**config.mk**
```make
export PLATFORM = sky130hd
export DESIGN_NAME = load_store_unit_flat
export DESIGN_NICKNAME = d
export VERILOG_FILES = /design/src/rtl/load_store_unit_if.sv /design/src/rtl/load_store_unit.sv /design/src/flat_wrapper.sv
export SDC_FILE = /design/constraint.sdc
export NUM_CORES = 1
export LEC_CHECK = 0
export ABC_CLOCK_PERIOD_IN_PS = 3700
export BUFFER_PORTS_ARGS = -buffer_cell sky130_fd_sc_hd__buf_2
export CORE_AREA = 4 4 80 82
export DETAILED_ROUTE_END_ITERATION = 8
export DIE_AREA = 0 0 84 86
export GPL_TIMING_DRIVEN = 0
export HOLD_SLACK_MARGIN = 0.15
export PLACE_DENSITY = 0.77
export SYNTH_ARGS = -nofsm -noshare
export SYNTH_HDL_FRONTEND = slang
export SYNTH_SLANG_ARGS = --single-unit
```
**constraint.sdc**
```tcl
create_clock -name clk_i -period 3.7 [get_ports clk_i]
set_input_delay 0.74 -clock clk_i [delete_from_list [all_inputs] [get_ports clk_i]]
set_output_delay 0.74 -clock clk_i [all_outputs]
set_load 0.005 [all_outputs]
```
**src/rtl/load_store_unit_if.sv**
```systemverilog
// Core-side and memory-side signal bundle of the load/store unit.
// slave: the LSU's view; master: the environment (core + memory).
interface load_store_unit_if;
    logic        core_req_i;
    logic        core_we_i;
    logic [2:0]  core_size_i;
    logic [31:0] core_addr_i;
    logic [31:0] core_wd_i;
    logic [31:0] core_rd_o;
    logic        core_stall_o;
    logic        misaligned_o;
    logic        bus_err_o;
    logic        mem_req_o;
    logic        mem_we_o;
    logic [3:0]  mem_be_o;
    logic [31:0] mem_addr_o;
    logic [31:0] mem_wd_o;
    logic [31:0] mem_rd_i;
    logic        mem_ready_i;

    modport slave (
        input  core_req_i, core_we_i, core_size_i, core_addr_i, core_wd_i,
        input  mem_rd_i, mem_ready_i,
        output core_rd_o, core_stall_o, misaligned_o, bus_err_o,
        output mem_req_o, mem_we_o, mem_be_o, mem_addr_o, mem_wd_o
    );

    modport master (
        output core_req_i, core_we_i, core_size_i, core_addr_i, core_wd_i,
        output mem_rd_i, mem_ready_i,
        input  core_rd_o, core_stall_o, misaligned_o, bus_err_o,
        input  mem_req_o, mem_we_o, mem_be_o, mem_addr_o, mem_wd_o
    );
endinterface

```
**src/rtl/load_store_unit.sv**
```systemverilog
// Load/store unit: core requests to word memory accesses, load extension.
// Optional misaligned trap enabled by defining LSU_MISALIGN_TRAP_EN.
module load_store_unit #(
    parameter int unsigned MAX_WAIT_CYCLES = 0
) (
    input  logic              clk_i,
    input  logic              rst_i,
    load_store_unit_if.slave  bus
);

    typedef enum logic {IDLE, WAIT} state_t;

    localparam int CW = (MAX_WAIT_CYCLES == 0) ? 1 : $clog2(MAX_WAIT_CYCLES + 1);

    state_t          r_state, w_state_nxt;
    logic [CW-1:0]   r_cnt, w_cnt_nxt;
    logic [1:0]      r_off;
    logic [2:0]      r_size;

    logic            w_is_b, w_is_h, w_misal, w_timeout;
    logic            w_req, w_stall, w_err, w_mis_o;
    logic [3:0]      w_be;
    logic [31:0]     w_wd, w_load, w_rd, w_byte_sh;
    logic [7:0]      w_byte;
    logic [15:0]     w_half;

    always_comb begin
        w_is_b = (bus.core_size_i == 3'd0) || (bus.core_size_i == 3'd4);
        w_is_h = (bus.core_size_i == 3'd1) || (bus.core_size_i == 3'd5);
`ifdef LSU_MISALIGN_TRAP_EN
        w_misal = (w_is_h && bus.core_addr_i[0]) ||
                  ((bus.core_size_i == 3'd2) && (bus.core_addr_i[1:0] != 2'd0));
`else
        w_misal = 1'b0;
`endif
        if (w_is_b) begin
            w_be = 4'b0001 << bus.core_addr_i[1:0];
            w_wd = {4{bus.core_wd_i[7:0]}};
        end else if (w_is_h) begin
            w_be = 4'b0011 << {bus.core_addr_i[1], 1'b0};
            w_wd = {2{bus.core_wd_i[15:0]}};
        end else begin
            w_be = 4'b1111;
            w_wd = bus.core_wd_i;
        end
    end

    // Load extraction uses the offset/size captured at issue time.
    always_comb begin
        w_byte_sh = bus.mem_rd_i >> {r_off, 3'b000};
        w_byte    = w_byte_sh[7:0];
        w_half    = r_off[1] ? bus.mem_rd_i[31:16] : bus.mem_rd_i[15:0];
        unique case (r_size)
            3'd0:    w_load = {{24{w_byte[7]}}, w_byte};
            3'd4:    w_load = {24'd0, w_byte};
            3'd1:    w_load = {{16{w_half[15]}}, w_half};
            3'd5:    w_load = {16'd0, w_half};
            default: w_load = bus.mem_rd_i;
        endcase
    end

    assign w_timeout = (MAX_WAIT_CYCLES != 0) &&
                       (r_cnt == CW'(MAX_WAIT_CYCLES));

    always_comb begin
        w_state_nxt = r_state;
        w_cnt_nxt   = r_cnt;
        w_req       = 1'b0;
        w_stall     = 1'b0;
        w_err       = 1'b0;
        w_mis_o     = 1'b0;
        w_rd        = 32'd0;
        unique case (r_state)
            IDLE: begin
                w_cnt_nxt = '0;
                if (bus.core_req_i) begin
                    if (w_misal) begin
                        w_mis_o = 1'b1;
                    end else begin
                        w_req       = 1'b1;
                        w_stall     = 1'b1;
                        w_state_nxt = WAIT;
                    end
                end
            end
            WAIT: begin
                w_req = 1'b1;
                if (bus.mem_ready_i) begin
                    w_rd        = bus.core_we_i ? 32'd0 : w_load;
                    w_state_nxt = IDLE;
                    w_cnt_nxt   = '0;
                end else if (w_timeout) begin
                    w_err       = 1'b1;
                    w_state_nxt = IDLE;
                    w_cnt_nxt   = '0;
                end else begin
                    w_stall   = 1'b1;
                    w_cnt_nxt = r_cnt + 1'b1;
                end
            end
            default: w_state_nxt = IDLE;
        endcase
    end

    always_ff @(posedge clk_i) begin
        if (rst_i) begin
            r_state <= IDLE;
            r_cnt   <= '0;
            r_off   <= 2'd0;
            r_size  <= 3'd0;
        end else begin
            r_state <= w_state_nxt;
            r_cnt   <= w_cnt_nxt;
            if (r_state == IDLE && bus.core_req_i && !w_misal) begin
                r_off  <= bus.core_addr_i[1:0];
                r_size <= bus.core_size_i;
            end
        end
    end

    assign bus.core_rd_o    = w_rd;
    assign bus.core_stall_o = w_stall;
    assign bus.misaligned_o = w_mis_o;
    assign bus.bus_err_o    = w_err;
    assign bus.mem_req_o    = w_req;
    assign bus.mem_we_o     = w_req & bus.core_we_i;
    assign bus.mem_be_o     = w_req ? w_be : 4'd0;
    assign bus.mem_addr_o   = w_req ? bus.core_addr_i : 32'd0;
    assign bus.mem_wd_o     = w_req ? w_wd : 32'd0;

endmodule

```
**src/flat_wrapper.sv**
```systemverilog
// flat-port wrapper written by rule: the top's interface ports become plain ports
module load_store_unit_flat 
#(
    parameter int unsigned MAX_WAIT_CYCLES = 0
)
  (clk_i, rst_i, bus_core_req_i, bus_core_we_i, bus_core_size_i, bus_core_addr_i, bus_core_wd_i, bus_mem_rd_i, bus_mem_ready_i, bus_core_rd_o, bus_core_stall_o, bus_misaligned_o, bus_bus_err_o, bus_mem_req_o, bus_mem_we_o, bus_mem_be_o, bus_mem_addr_o, bus_mem_wd_o);
  load_store_unit_if bus_i ();
  input  logic clk_i;
  input  logic rst_i;
  input wire logic [$bits(bus_i.core_req_i)-1:0] bus_core_req_i;
  input wire logic [$bits(bus_i.core_we_i)-1:0] bus_core_we_i;
  input wire logic [$bits(bus_i.core_size_i)-1:0] bus_core_size_i;
  input wire logic [$bits(bus_i.core_addr_i)-1:0] bus_core_addr_i;
  input wire logic [$bits(bus_i.core_wd_i)-1:0] bus_core_wd_i;
  input wire logic [$bits(bus_i.mem_rd_i)-1:0] bus_mem_rd_i;
  input wire logic [$bits(bus_i.mem_ready_i)-1:0] bus_mem_ready_i;
  output wire logic [$bits(bus_i.core_rd_o)-1:0] bus_core_rd_o;
  output wire logic [$bits(bus_i.core_stall_o)-1:0] bus_core_stall_o;
  output wire logic [$bits(bus_i.misaligned_o)-1:0] bus_misaligned_o;
  output wire logic [$bits(bus_i.bus_err_o)-1:0] bus_bus_err_o;
  output wire logic [$bits(bus_i.mem_req_o)-1:0] bus_mem_req_o;
  output wire logic [$bits(bus_i.mem_we_o)-1:0] bus_mem_we_o;
  output wire logic [$bits(bus_i.mem_be_o)-1:0] bus_mem_be_o;
  output wire logic [$bits(bus_i.mem_addr_o)-1:0] bus_mem_addr_o;
  output wire logic [$bits(bus_i.mem_wd_o)-1:0] bus_mem_wd_o;
  assign bus_i.core_req_i = bus_core_req_i;
  assign bus_i.core_we_i = bus_core_we_i;
  assign bus_i.core_size_i = bus_core_size_i;
  assign bus_i.core_addr_i = bus_core_addr_i;
  assign bus_i.core_wd_i = bus_core_wd_i;
  assign bus_i.mem_rd_i = bus_mem_rd_i;
  assign bus_i.mem_ready_i = bus_mem_ready_i;
  assign bus_core_rd_o = bus_i.core_rd_o;
  assign bus_core_stall_o = bus_i.core_stall_o;
  assign bus_misaligned_o = bus_i.misaligned_o;
  assign bus_bus_err_o = bus_i.bus_err_o;
  assign bus_mem_req_o = bus_i.mem_req_o;
  assign bus_mem_we_o = bus_i.mem_we_o;
  assign bus_mem_be_o = bus_i.mem_be_o;
  assign bus_mem_addr_o = bus_i.mem_addr_o;
  assign bus_mem_wd_o = bus_i.mem_wd_o;
  load_store_unit #(.MAX_WAIT_CYCLES(MAX_WAIT_CYCLES)) u_core (.clk_i(clk_i), .rst_i(rst_i), .bus(bus_i));
endmodule
```
Word level (Yosys, flattened, before mapping)
Index checks and enable logic that the tools add are counted.
- register bits: 6
- bits of input ports: 104
- output and inout port bits: 105
- bitwise gates (word level): 2
- shift operators: 3
- multiplexer cells: 16
- eq/ne operators: 6
- reduce and logical (&&, ||, !) cells: 5
- operators with widths (cell ; number):
    2-to-1 mux 32 bit ; 7
    case mux 32 bit (4 select lines) ; 1
    >> shifter 32 x 5 -> 8 bit ; 1
    2-to-1 mux 16 bit ; 1
    equality test 3 bit, second input constant ; 4
    2-to-1 mux 4 bit ; 3
    equality test 3 x 1 -> 1 bit, second input constant ; 2
    logical NOT 3 bit ; 2
    case mux 1 bit (2 select lines) ; 2
    left shift 1 x 2 -> 4 bit, first input constant ; 1
    left shift 2 x 2 -> 4 bit, first input constant ; 1
    logical OR 1 bit ; 2
    2-to-1 mux 1 bit ; 2
    bitwise AND 1 bit ; 1
    logical AND 1 bit ; 1
    inverter 1 bit ; 1

Depth between registers and ports, before layout
- depth after elaboration: 5
- gate-level depth with buffers: 6
- mapped depth without buffers: 4

Least setup slack after synthesis
OpenSTA, ideal clock, no wires.
- path kind: in2out
- start point: in bus_core_we_i
- end point: out bus_core_rd_o[21]
- stages on the path: 5
- slack: 1.366 ns
- arrival time: 1.594 ns
- required time: 2.960 ns
- buffers on the path: 2
- cells stage by stage: and3b_1 > buf_2 > o2111ai_2 > buf_6 > nand2_1
- longest elaborated chain between the ends: 3
- ends and longest elaborated chain (element ; RTL line ; source):
    start, declared ; flat_wrapper.sv:11 ; input wire logic [$bits(bus_i.core_we_i)-1:0] bus_core_we_i;
    2-to-1 mux 32 bit ; load_store_unit.sv:89 ; w_rd = bus.core_we_i ? 32'd0 : w_load;
    2-to-1 mux 32 bit ; load_store_unit.sv:88 ; if (bus.mem_ready_i) begin
    2-to-1 mux 32 bit ; load_store_unit.sv:73 ; unique case (r_state)
    end, declared ; flat_wrapper.sv:17 ; output wire logic [$bits(bus_i.core_rd_o)-1:0] bus_core_rd_o;
Every way passes these cells.

Worst setup path after layout
- start point: in bus_core_req_i
- end point: out bus_mem_be_o[0]
- longest elaborated chain between the ends: 3
- ends and longest elaborated chain (element ; RTL line ; source):
    start, declared ; flat_wrapper.sv:10 ; input wire logic [$bits(bus_i.core_req_i)-1:0] bus_core_req_i;
    2-to-1 mux 1 bit ; load_store_unit.sv:76 ; if (bus.core_req_i) begin
    case mux 1 bit (2 select lines) ; load_store_unit.sv:73 ;
    2-to-1 mux 4 bit ; load_store_unit.sv:127 ; assign bus.mem_be_o = w_req ? w_be : 4'd0;
    end, declared ; flat_wrapper.sv:23 ; output wire logic [$bits(bus_i.mem_be_o)-1:0] bus_mem_be_o;
Every way passes these cells.

==> out/qor.csv <==
metric,value,unit
ys_seq_area_share,6.59,%
finalCritPeriodShare,78.6,%
hold_viol,0,
grt_antenna_before_repair,0,
clk_pin_slew,40,ps
cts_buffers,3,
crit_family,buffers and inverters,
cp.arrival,2170,ps
synth_area,1820,um^2
tns,0,ps
min_period,2910,ps
grt_start_max_net_pins,11,
ioPinCount,209,
critPathBufInv,4,
core_area,5750,um^2
endpoint_kind,output port,
cts_num_sinks,6,
syn2layout_area_growth,63.9,%
leakage,1.75,nW
cts.path.max_buffers,2,
cts_tree,done,
slew_violations,0,
die_height,86,um
viasPerCell,5.07,
ctsHoldBuffers,0,
drt_iter0_drc,126,
hold_class,flop to flop,
ctsResizeCount,0,
rsz0062_at_grt,no,
rows,28,
power_density,168,nW/um^2
ant_nets,0,
crit_path_cell_trace,"buf_2, nor2_1, clkbuf_1, clkbuf_1, a21oi_1, buf_2",
slew_headroom,61.1,%
drive_above_1_share,46.6,%
grt_usage,22.6,%
syn_inst,300,
skew,1.75,ps
setup_viol_count_final,0,
grt_pass1_wl,13800,um
start_kind,primary input,
synth_warnings,0,
clk_latency,220,ps
diodes,0,
worstMarginPinSlew,581,ps
synth_cell_types,36,
vdd_ir_drop_max,0.0000948,V
ys_async_sr_fraction,0,%
crit_path_max_incr_delay,480,ps
io_buffers,205,
hpwl,7060,um
drc,0,
critPathKind,primary input to output port,
avgRoutedWirePerCell,14.7,um
grt.overflow.total,0,
utilization,52.0,%
cp_slowest_cell,clkbuf_1,
grt_pass1_vias,2895,
die_area,7220,um^2
cap_violations,0,
final_nets,615,
layout_common_cells,"buf_2, nand2_1, nor2_1",
clockRootBuffer,clkbuf_8,
synth_edf_count,0,
h-tree-depth,1,
path_max_fanout,10,
cp.required,2960,ps
start_util,31.7,%
first_pass_iters,4,
synth_ff_type,dfxtp_1,
syn_avg_cell_area,6.07,um^2
gp_congestion,0.874,
final_common_cell,buf_2,
outcome,"complete, no violations",
post_cts_buffers,0,
drt_wl_total,8560,um
max_freq,344,MHz
fp.dieW,84,um
ys_seq_elements,6,
vias,2962,
[flip-flops by register name (all words and copies together) (netlist names)]
register	cells
u_core.r_off	2
u_core.r_size	3
u_core.r_state	1
[power by group]
| part | switching (mW) | total, mW | internal, mW |
|---|---|---|---|
| logic | 0.172 | 0.329 | 0.157 |
| registers | 0.00462 | 0.0740 | 0.0694 |
| clock network | 0.0279 | 0.0977 | 0.0698 |
[final cells by class]
class,count,area [um^2]
inverter,6,22.5
multi-input combinational,260,1540
sequential,6,120
timing repair buffer,205,1030
fill,611,2760
buffer,29,145
clock buffer,3,41.3
tap,75,93.8
[layer usage]
layer | vias up | part of all wire, % | track usage, % | routed length [um]
met3 | 12 | 10 | 5.28 | 885
li1 | 1442 | - | - | -
met4 | 0 | 1.1 | 3.36 | 94
met1 | 1319 | 40 | 28.3 | 3410
met5 | - | 0 | 0 | 0
met2 | 189 | 49 | 40.3 | 4170
[stage by stage]
stage | setup WS [ps] | total power [mW] | std cells | area [um^2] | hold WS, ps
floorplan | 1370 | 0.238 | 301 | 1830 | 532
global placement | 751 | 0.397 | 581 | 2950 | 566
detailed placement | 758 | 0.401 | 581 | 2950 | 578
CTS | 764 | 0.503 | 584 | 2990 | 588
global route | 663 | 0.546 | 584 | 2990 | 660
finish | 793 | 0.501 | 584 | 2990 | 585
[worst min-delay path: stages (launching register included)]
cell	delay, ps
dfxtp_1	350
mux2i_1	140
nor2_1	50
[cells in the mapped netlist (2+ instances only)]
library cell,number,share of area (%)
o221a_2,6,3.7
buf_6,2,1.2
dfxtp_1,6,6.6
o21ai_0,12,3.3
nor2b_1,4,1.4
nand2_1,54,11
a211oi_1,2,0.82
mux2i_1,23,13
inv_1,5,1.0
nor2_1,44,9.1
buf_4,2,0.82
a21oi_1,22,6.0
o32ai_1,7,3.4
and2_1,42,14
a31oi_1,6,2.1
buf_2,11,3.0
clkbuf_1,14,2.9
nand2b_1,6,2.1
nor3_1,15,4.1
[worst paths after layout]
kind	from	endpoint	slack (ps)	cells after the start
worst max-delay path	bus_core_req_i	bus_mem_be_o[0]	790	6
worst max register to register	u_core.r_size[1]$_SDFFE_PP0P_	u_core.r_size[1]$_SDFFE_PP0P_	2340	5
worst min register to register	u_core.r_size[2]$_SDFFE_PP0P_	u_core.r_size[2]$_SDFFE_PP0P_	580	2
worst min-delay path	u_core.r_size[2]$_SDFFE_PP0P_	u_core.r_size[2]$_SDFFE_PP0P_	580	2
[kinds of logic (layout without fill, tap and decap cells)]
family | count (synthesis) | count (layout) | synth area share [%]
multiplexers | 25 | 25 | 15.1
buffers and inverters | 35 | 243 | 9.20
other | 1 | 2 | 0.206
flip-flops | 6 | 6 | 6.59
AND/OR/NAND/NOR | 171 | 171 | 44.8
AO/OA/AOI/OAI | 62 | 62 | 24.1
No activity file was read; power rests on OpenSTA's default activity.
